<file path="src/rtl/ex_mem_pkg.sv">
// ex_mem_pkg: shared constants and helpers for the EX/MEM pipeline register.
// Holds the write-enable and reset encodings used by the core, the stall
// vector bit positions, and the per-edge action decode used by ex_mem.
package ex_mem_pkg;

    localparam logic       RstEnable    = 1'b1;
    localparam logic       WriteEnable  = 1'b1;
    localparam logic       WriteDisable = 1'b0;
    localparam logic [4:0] NOPRegAddr   = 5'b00000;
    localparam logic [31:0] ZeroWord    = 32'h0000_0000;

    localparam int RegBus       = 32;
    localparam int RegAddrBus   = 5;
    localparam int DoubleRegBus = 64;
    localparam int StallBus     = 6;
    localparam int StallEx      = 3;
    localparam int StallMem     = 4;

    // What the pipeline register does at a given rising edge.
    typedef enum logic [2:0] {
        STEP_RESET,
        STEP_FLUSH,
        STEP_BUBBLE,
        STEP_ADVANCE,
        STEP_HOLD
    } step_e;

    // Priority: reset, flush, then the EX/MEM stall pair. A MEM stall without
    // an EX stall cannot come from ctrl and falls through to advance.
    function automatic step_e decode_step(input logic rst,
                                          input logic flush,
                                          input logic stall_ex,
                                          input logic stall_mem);
        step_e s;
        if (rst == RstEnable)  s = STEP_RESET;
        else if (flush)        s = STEP_FLUSH;
        else if (!stall_ex)    s = STEP_ADVANCE;
        else if (!stall_mem)   s = STEP_BUBBLE;
        else                   s = STEP_HOLD;
        return s;
    endfunction

endpackage

</file>
<file path="src/rtl/ex_mem_if.sv">
// ex_mem_if: EX-side results and their registered MEM-side copies.
// master: the EX stage (drives ex_*, observes mem_*).
// slave : the EX/MEM pipeline register (consumes ex_*, drives mem_*).
interface ex_mem_if #(
    parameter int DATA_W = 32,
    parameter int ADDR_W = 5
);
    logic [ADDR_W-1:0] ex_wd;
    logic              ex_wreg;
    logic [DATA_W-1:0] ex_wdata;
    logic [DATA_W-1:0] ex_hi;
    logic [DATA_W-1:0] ex_lo;
    logic              ex_whilo;

    logic [ADDR_W-1:0] mem_wd;
    logic              mem_wreg;
    logic [DATA_W-1:0] mem_wdata;
    logic [DATA_W-1:0] mem_hi;
    logic [DATA_W-1:0] mem_lo;
    logic              mem_whilo;

    modport master (
        output ex_wd, ex_wreg, ex_wdata, ex_hi, ex_lo, ex_whilo,
        input  mem_wd, mem_wreg, mem_wdata, mem_hi, mem_lo, mem_whilo
    );

    modport slave (
        input  ex_wd, ex_wreg, ex_wdata, ex_hi, ex_lo, ex_whilo,
        output mem_wd, mem_wreg, mem_wdata, mem_hi, mem_lo, mem_whilo
    );
endinterface

</file>
<file path="src/rtl/ex_mem_sat_counter.sv">
// sat_counter: up-counter that stops at all-ones instead of wrapping.
// Ports: clk, rst (sync, active-high), inc (count enable), count (value).
module sat_counter
    import ex_mem_pkg::*;
#(
    parameter int WIDTH = 16
) (
    input  logic             clk,
    input  logic             rst,
    input  logic             inc,
    output logic [WIDTH-1:0] count
);

    logic [WIDTH-1:0] count_q;

    always_ff @(posedge clk) begin
        if (rst == RstEnable) begin
            count_q <= '0;
        end else if (inc && (count_q != '1)) begin
            count_q <= count_q + WIDTH'(1);
        end
    end

    assign count = count_q;

endmodule

</file>
<file path="src/rtl/ex_mem.sv">
// ex_mem: EX/MEM pipeline register of the 5-stage MIPS core.
// Ports:
//   clk, rst      core clock, synchronous active-high reset
//   bus           ex_mem_if.slave: ex_* results in, mem_* registered out
//   hilo_i/cnt_i  MADD/MSUB partial product and cycle index from EX
//   stall, flush  stall vector and exception flush from ctrl
//   hilo_o/cnt_o  partial product / cycle index held for EX across a bubble
//   bubble_cnt    saturating count of bubbles inserted since reset
module ex_mem
    import ex_mem_pkg::*;
#(
    parameter int DATA_W  = 32,
    parameter int ADDR_W  = 5,
    parameter int STALL_W = 6,
    parameter int BCNT_W  = 16
) (
    input  logic                clk,
    input  logic                rst,
    ex_mem_if.slave             bus,
    input  logic [2*DATA_W-1:0] hilo_i,
    input  logic [1:0]          cnt_i,
    input  logic [STALL_W-1:0]  stall,
    input  logic                flush,
    output logic [2*DATA_W-1:0] hilo_o,
    output logic [1:0]          cnt_o,
    output logic [BCNT_W-1:0]   bubble_cnt
);

    step_e step;

    logic [ADDR_W-1:0]   mem_wd_q;
    logic                mem_wreg_q;
    logic [DATA_W-1:0]   mem_wdata_q;
    logic [DATA_W-1:0]   mem_hi_q;
    logic [DATA_W-1:0]   mem_lo_q;
    logic                mem_whilo_q;
    logic [2*DATA_W-1:0] hilo_q;
    logic [1:0]          cnt_q;

    // Only the EX and MEM stall bits matter here; the rest of the vector is
    // for other stages.
    logic unused_stall;
    assign unused_stall = ^stall;

    assign step = decode_step(rst, flush, stall[StallEx], stall[StallMem]);

    always_ff @(posedge clk) begin
        case (step)
            STEP_RESET, STEP_FLUSH: begin
                mem_wd_q    <= ADDR_W'(NOPRegAddr);
                mem_wreg_q  <= WriteDisable;
                mem_wdata_q <= DATA_W'(ZeroWord);
                mem_hi_q    <= DATA_W'(ZeroWord);
                mem_lo_q    <= DATA_W'(ZeroWord);
                mem_whilo_q <= WriteDisable;
                hilo_q      <= '0;
                cnt_q       <= 2'b00;
            end
            STEP_BUBBLE: begin
                // MEM gets a NOP while EX keeps working on a multi-cycle
                // MADD/MSUB; its partial result is looped back through us.
                mem_wd_q    <= ADDR_W'(NOPRegAddr);
                mem_wreg_q  <= WriteDisable;
                mem_wdata_q <= DATA_W'(ZeroWord);
                mem_hi_q    <= DATA_W'(ZeroWord);
                mem_lo_q    <= DATA_W'(ZeroWord);
                mem_whilo_q <= WriteDisable;
                hilo_q      <= hilo_i;
                cnt_q       <= cnt_i;
            end
            STEP_ADVANCE: begin
                mem_wd_q    <= bus.ex_wd;
                mem_wreg_q  <= bus.ex_wreg;
                mem_wdata_q <= bus.ex_wdata;
                mem_hi_q    <= bus.ex_hi;
                mem_lo_q    <= bus.ex_lo;
                mem_whilo_q <= bus.ex_whilo;
                hilo_q      <= '0;
                cnt_q       <= 2'b00;
            end
            default: begin
                // STEP_HOLD: everything keeps its value.
            end
        endcase
    end

    sat_counter #(
        .WIDTH (BCNT_W)
    ) u_bubble_cnt (
        .clk   (clk),
        .rst   (rst),
        .inc   (step == STEP_BUBBLE),
        .count (bubble_cnt)
    );

    assign bus.mem_wd    = mem_wd_q;
    assign bus.mem_wreg  = mem_wreg_q;
    assign bus.mem_wdata = mem_wdata_q;
    assign bus.mem_hi    = mem_hi_q;
    assign bus.mem_lo    = mem_lo_q;
    assign bus.mem_whilo = mem_whilo_q;
    assign hilo_o        = hilo_q;
    assign cnt_o         = cnt_q;

endmodule
</file>
<file path="src/flat_wrapper.sv">
// flat-port wrapper written by rule: the top's interface ports become plain ports
module ex_mem_flat import ex_mem_pkg::*;
#(
    parameter int DATA_W  = 32,
    parameter int ADDR_W  = 5,
    parameter int STALL_W = 6,
    parameter int BCNT_W  = 16
)
  (clk, rst, hilo_i, cnt_i, stall, flush, hilo_o, cnt_o, bubble_cnt, bus_ex_wd, bus_ex_wreg, bus_ex_wdata, bus_ex_hi, bus_ex_lo, bus_ex_whilo, bus_mem_wd, bus_mem_wreg, bus_mem_wdata, bus_mem_hi, bus_mem_lo, bus_mem_whilo);
  ex_mem_if #(.DATA_W(DATA_W), .ADDR_W(ADDR_W)) bus_i ();
  input  logic clk;
  input  logic rst;
  input  logic [2*DATA_W-1:0] hilo_i;
  input  logic [1:0] cnt_i;
  input  logic [STALL_W-1:0] stall;
  input  logic flush;
  output logic [2*DATA_W-1:0] hilo_o;
  output logic [1:0] cnt_o;
  output logic [BCNT_W-1:0] bubble_cnt;
  input wire logic [$bits(bus_i.ex_wd)-1:0] bus_ex_wd;
  input wire logic [$bits(bus_i.ex_wreg)-1:0] bus_ex_wreg;
  input wire logic [$bits(bus_i.ex_wdata)-1:0] bus_ex_wdata;
  input wire logic [$bits(bus_i.ex_hi)-1:0] bus_ex_hi;
  input wire logic [$bits(bus_i.ex_lo)-1:0] bus_ex_lo;
  input wire logic [$bits(bus_i.ex_whilo)-1:0] bus_ex_whilo;
  output wire logic [$bits(bus_i.mem_wd)-1:0] bus_mem_wd;
  output wire logic [$bits(bus_i.mem_wreg)-1:0] bus_mem_wreg;
  output wire logic [$bits(bus_i.mem_wdata)-1:0] bus_mem_wdata;
  output wire logic [$bits(bus_i.mem_hi)-1:0] bus_mem_hi;
  output wire logic [$bits(bus_i.mem_lo)-1:0] bus_mem_lo;
  output wire logic [$bits(bus_i.mem_whilo)-1:0] bus_mem_whilo;
  assign bus_i.ex_wd = bus_ex_wd;
  assign bus_i.ex_wreg = bus_ex_wreg;
  assign bus_i.ex_wdata = bus_ex_wdata;
  assign bus_i.ex_hi = bus_ex_hi;
  assign bus_i.ex_lo = bus_ex_lo;
  assign bus_i.ex_whilo = bus_ex_whilo;
  assign bus_mem_wd = bus_i.mem_wd;
  assign bus_mem_wreg = bus_i.mem_wreg;
  assign bus_mem_wdata = bus_i.mem_wdata;
  assign bus_mem_hi = bus_i.mem_hi;
  assign bus_mem_lo = bus_i.mem_lo;
  assign bus_mem_whilo = bus_i.mem_whilo;
  ex_mem #(.DATA_W(DATA_W), .ADDR_W(ADDR_W), .STALL_W(STALL_W), .BCNT_W(BCNT_W)) u_core (.clk(clk), .rst(rst), .bus(bus_i), .hilo_i(hilo_i), .cnt_i(cnt_i), .stall(stall), .flush(flush), .hilo_o(hilo_o), .cnt_o(cnt_o), .bubble_cnt(bubble_cnt));
endmodule
</file>
<file path="config.mk">
export PLATFORM = sky130hd
export DESIGN_NAME = ex_mem_flat
export DESIGN_NICKNAME = d
export VERILOG_FILES = /design/src/rtl/ex_mem_pkg.sv /design/src/rtl/ex_mem_if.sv /design/src/rtl/ex_mem_sat_counter.sv /design/src/rtl/ex_mem.sv /design/src/flat_wrapper.sv
export SDC_FILE = /design/constraint.sdc
export NUM_CORES = 1
export LEC_CHECK = 0
export CAP_MARGIN = 0
export CORE_AREA = 2 2 141 143
export CTS_BUF_LIST = sky130_fd_sc_hd__clkbuf_2
export CTS_CLUSTER_SIZE = 10
export DETAILED_ROUTE_END_ITERATION = 8
export DIE_AREA = 0 0 143 145
export PLACE_DENSITY_LB_ADDON = 0.2
export RECOVER_POWER = 25
export SLEW_MARGIN = 20
export SYNTH_ARGS = -nofsm -noshare
export SYNTH_HDL_FRONTEND = slang
export SYNTH_SLANG_ARGS = --single-unit
</file>
<file path="constraint.sdc">
create_clock -name clk -period 4.3 [get_ports clk]
set_input_delay 0.86 -clock clk [delete_from_list [all_inputs] [get_ports clk]]
set_output_delay 0.86 -clock clk [all_outputs]
set_load 0.02 [all_outputs]
</file>
After elaboration in Yosys (flattened, before gate mapping)
Index checks and enable logic that the tools add are counted.
{ "totals": {"register_bits": 185, "in_bits": 178, "elab_cells": 32} }
{ "classes": {"add_sub_neg": 1, "n_eq_ne": 4, "mux": 12, "reduce_logical": 6} }
{ "ops": {"columns": ["cell", "n"], "rows": [
  ["32-bit one-hot mux with 2 select lines", 3],
  ["64-bit one-hot mux with 2 select lines", 1],
  ["16-bit by 1-bit adder with 16-bit output (second input constant)", 1],
  ["16-bit inequality test (second input constant)", 1],
  ["3-bit 2-to-1 mux", 4],
  ["5-bit one-hot mux with 2 select lines", 1],
  ["3-bit by 2-bit == test with 1-bit output (second input constant)", 2],
  ["3-bit OR reduction", 2],
  ["1-bit one-hot mux with 2 select lines", 2],
  ["2-bit one-hot mux with 2 select lines", 1],
  ["2-bit nonzero test", 2],
  ["3-bit by 1-bit == test with 1-bit output (second input constant)", 1],
  ["3-bit logical NOT", 1],
  ["1-bit logical AND", 1]
]} }

Depth between registers and ports, before layout
{ "logic_depth": {"ltp_word": 7, "ltp_mapped": 7} }

Modules after synthesis
From an unflattened synthesis, not the netlist that was laid out.
{ "unflattened": {"cells_unflattened": 497, "area_unflattened_um2": 8727.1} }
{ "modules_own_cells": {"columns": ["mod", "instances", "cells_each", "area_each_um2"], "rows": [
  ["ex_mem", 1, 398, 7878.8],
  ["sat_counter", 1, 99, 848.3]
]} }

Worst setup path before layout
Ideal clock, no wire load.
{ "synth_timing": {"kind": "input to register", "from": "input flush", "to": "register u_core.mem_hi_q[0] (netlist: u_core.bus.mem_hi[0]), enable pin", "arrival_ns": 3.109, "required_ns": 3.349, "slack_ns": 0.240, "path_stages": 3, "cell_sequence": "nor3b_2 -> clkbuf_1 -> nand2_1"} }
{ "synth_via": {"elab_chain_cells": 5, "word_cells_on_any_way": 8, "classes_between": "3 x eq/ne; 2 x mux; 3 x reduce/logical"} }
{ "synth_lines": {"columns": ["element", "line_no", "source"], "rows": [
  ["start, declared", "flat_wrapper.sv:16", "input logic flush;"],
  ["3-bit 2-to-1 mux (*)", "ex_mem_pkg.sv:36", "else if (flush) s = STEP_FLUSH;"],
  ["3-bit 2-to-1 mux (*)", "ex_mem_pkg.sv:35", "if (rst == RstEnable) s = STEP_RESET;"],
  ["3-bit by 2-bit == test with 1-bit output (tied with other cells)", "ex_mem.sv:48", "case (step)"],
  ["3-bit OR reduction (no line)", null, null],
  ["2-bit nonzero test (no line) (*)", null, null],
  ["end signal, assigned", "ex_mem.sv:53", "mem_hi_q <= DATA_W'(ZeroWord);"],
  ["end signal, assigned", "ex_mem.sv:65", "mem_hi_q <= DATA_W'(ZeroWord);"],
  ["end signal, assigned", "ex_mem.sv:75", "mem_hi_q <= bus.ex_hi;"],
  ["end, declared", "ex_mem.sv:34", "logic [DATA_W-1:0] mem_hi_q;"]
]} }
Every way passes the cells marked *; elsewhere a longest branch is shown, timed or not.
A chain may end at the register's enable or synchronous reset.

Worst setup path after layout
{ "layout_timing": {"from": "input stall[3]", "to": "register u_core.hilo_q[11] (netlist: u_core.hilo_o[11]), enable pin"} }
{ "layout_via": {"elab_chain_cells": 6, "word_cells_on_any_way": 9, "classes_between": "3 x eq/ne; 3 x mux; 3 x reduce/logical"} }
{ "layout_lines": {"columns": ["element", "line_no", "source"], "rows": [
  ["start, declared", "flat_wrapper.sv:15", "input logic [STALL_W-1:0] stall;"],
  ["3-bit 2-to-1 mux (*)", "ex_mem_pkg.sv:37", "else if (!stall_ex) s = STEP_ADVANCE;"],
  ["3-bit 2-to-1 mux (*)", "ex_mem_pkg.sv:36", null],
  ["3-bit 2-to-1 mux (*)", "ex_mem_pkg.sv:35", null],
  ["3-bit by 1-bit == test with 1-bit output (tied with other cells)", "ex_mem.sv:48", null],
  ["3-bit OR reduction (no line)", null, null],
  ["2-bit nonzero test (no line) (*)", null, null],
  ["end signal, assigned", "ex_mem.sv:68", "hilo_q <= hilo_i;"],
  ["end, declared", "ex_mem.sv:37", "logic [2*DATA_W-1:0] hilo_q;"]
]} }
Marks and branches as above.

==> run metrics <==
status=completed; TritonCTS clock tree=built; die area=0.0207 mm2; total gr overflow=0; Worst Hold Class=reg2reg; Final period util=between 60% and 70%; Peak Freq=between 300 and 400 MHz; htree depth=4; via count=between 4,000 and 5,000; Die Ht=~150 um; vias in the first global route=roughly 4,900; die width=143 um; Layout area overhead=57.7%; Slew Limit Fails=0; Leak=~0.0042 uW; Worst Path Required=approximately 4.7 ns; WL per Instance=17.1 um; worst-path fanout max=42; worst clock skew=about 0.022 ns; Mapped Area=around 0.0071 mm2; Power Internal=approximately 2500 uW; Yosys top cell area share=a little under three quarters; Clk pin slew, worst setup/hold paths=between 0.2 and 0.3 ns; TritonCTS Sinks=between 150 and 200; Final Wtd Congestion=between 0.7 and 0.8; maximum vdd drop=around 0.15 mV; Starting Density=a little under two fifths; gr usage total=between 10% and 20%; drt drc=0; synth top area cells=edfxtp_1, and2_1, dfxtp_1; pin count of the biggest net entering global routing=between 100 and 150; post-CTS setup buffers=0; first-pass GRT wire length=around 28,000 um; largest area contributor in the netlist=edfxtp_1; CP Launch Type=input pin; worst slew pin tran=~1.0 ns; syn_nets=636; critical path class=in2reg; Period minus WS final=between 2 and 3 ns; Post-CTS Hold Buffers=0; Sw Share=about a quarter; ANT nets after route=0; worst skew pair latency=0.75 ns; clock share of power=roughly a quarter; Mean Syn Cell Area=between 15 and 20 um2; Synth Flop Type=edfxtp_1; # rows=51; CTS root buffer=clkbuf_2; Logic pwr share=between 10% and 20%; Post-Route WL=18,700 um; Setup TNS Final=0 ns; drt via density=approximately 4.4; Sequential Power Share=around three fifths; Max-cap violations=0; Yosys warning count=0; Seq/Total Area, Yosys=approximately three quarters; dpl hpwl=13,900 um; CP endpoint kind=flip-flop; CP arrival=~3.4 ns; Yosys reg bits=around 190; slew margin rel.=roughly 31%; synth cell count leaders=and2_1, edfxtp_1, clkbuf_1; Hold Slack=about 0.55 ns; final setup fails=0; Total Nets Final=between 900 and 1,000; RSZ-0062 raised after global routing=false; Iteration-0 DRC Markers=219; total CTS buffers=17; clock buffer depth=2; Post-synth EDFFs=roughly 170; # IOs=between 300 and 400; PD cells=roughly 300 mW/mm2; count of cell types in the netlist=32; endpoints failing hold=0; Psw=roughly 860 uW; drt first pass iters=4; core area=about 0.019 mm2; async set-reset flop share out of synthesis=0%; Port Buffer Count=358; initial antenna violation count=1; share of cells above drive strength 1=4.71%; Mapped Cells=457; Post-CTS Resized=0
==> state kept, by name (all words and copies together), names as in the netlist <==
register,cells
u_core.bus.mem_wd,5
u_core.hilo_o,64
u_core.bus.mem_lo,32
u_core.bus.mem_wreg,1
u_core.bus.mem_hi,32
u_core.u_bubble_cnt.count,16
u_core.bus.mem_wdata,32
u_core.bus.mem_whilo,1
u_core.cnt_o,2
==> power groups by stage <==
| stage | registers [uW] | clock network, uW | logic, uW |
|---|---|---|---|
| final | 2060 | 849 | 497 |
| after global routing | 2070 | 955 | 523 |
| after CTS | 2060 | 883 | 506 |
| after detailed placement | 2100 | 0 | 504 |
| after global placement | 2100 | 0 | 500 |
| after floorplan | 2210 | 0 | 53.9 |
==> worst paths after layout <==
check                                                                from                                        end  slack, ns  depth (start not counted)
worst min register to register  u_core.u_bubble_cnt.count[7]$_SDFFE_PP0P_  u_core.u_bubble_cnt.count[7]$_SDFFE_PP0P_       0.55                          2
worst min-delay path            u_core.u_bubble_cnt.count[7]$_SDFFE_PP0P_  u_core.u_bubble_cnt.count[7]$_SDFFE_PP0P_       0.55                          2
worst max-delay path                                             stall[3]            u_core.hilo_o[11]$_SDFFCE_PP0P_       1.38                          4
worst max register to register  u_core.u_bubble_cnt.count[0]$_SDFFE_PP0P_  u_core.u_bubble_cnt.count[9]$_SDFFE_PP0P_       2.26                          5
==> metal layers <==
metal	vias to the layer above	GRT usage [%]	wire, um
met2	198	31.0	9770
met4	0	8.66	655
li1	2350	-	-
met5	-	0	0
met1	2264	19.3	6840
met3	40	6.07	1450
==> critical path, cell delays in order <==
cell	delay, ns
dlygate4sd3_1	0.58
nor3b_1	0.56
nand2_1	0.78
buf_4	0.57
==> kinds of logic (layout without fill, tap and decap cells) <==
group           count (synthesis)  in the layout  share of synthesized area (%)
flops                         185            185                           76.1
compound gates                 25             25                           2.15
buf+inv                        24            395                           1.41
mux                             3              3                          0.459
simple gates                  219            219                           19.7
fa+ha+maj                       1              1                          0.176
other cells                     0              1                              0
==> layout make-up <==
class                      instances  area (um2)
sequential                       185        5400
inverter                           1        3.75
clock buffer                      17        85.1
clock inverter                    14         140
timing repair buffer             363        3630
multi-input combinational        248        1590
antenna                            1        2.50
tap                              265         332
fill                            1560        8030
==> per-stage QoR <==
step           instance area (um2)  power (uW)  std cells  setup WS, ns  util (%)
2_1_floorplan                 7090        2270        457         0.240         -
3_3_place_gp                 11000        2600       1062          1.07      57.2
3_5_place_dp                 11000        2600       1062          1.00      57.2
4_1_cts                      11200        3450       1093          1.41      58.3
5_1_grt                      11200        3550       1094          1.26      58.2
6_report                     11200        3400       1094          1.38      58.2
==> layout by cell type (no fill, tap or decap), types with 2 or more instances in the layout <==
master and count:
or4_1 8, or3_1 3, and3_1 4, edfxtp_1 169, dfxtp_1 16, clkdlybuf4s50_1 357
clkbuf_2 17, and2_1 143, inv_6 3, nand2b_1 2, nand3_1 6, buf_4 4
mux2_1 2, and2_0 26, nand4_1 2, a21oi_1 12, o21ai_0 3, nand2_1 5
nor3b_1 2, inv_8 3, and4_1 5, nor2b_1 2, nor2_1 2, nor4b_1 3
o31ai_1 9, clkinvlp_4 5
Note: power is estimated with default switching activity, not from simulation.
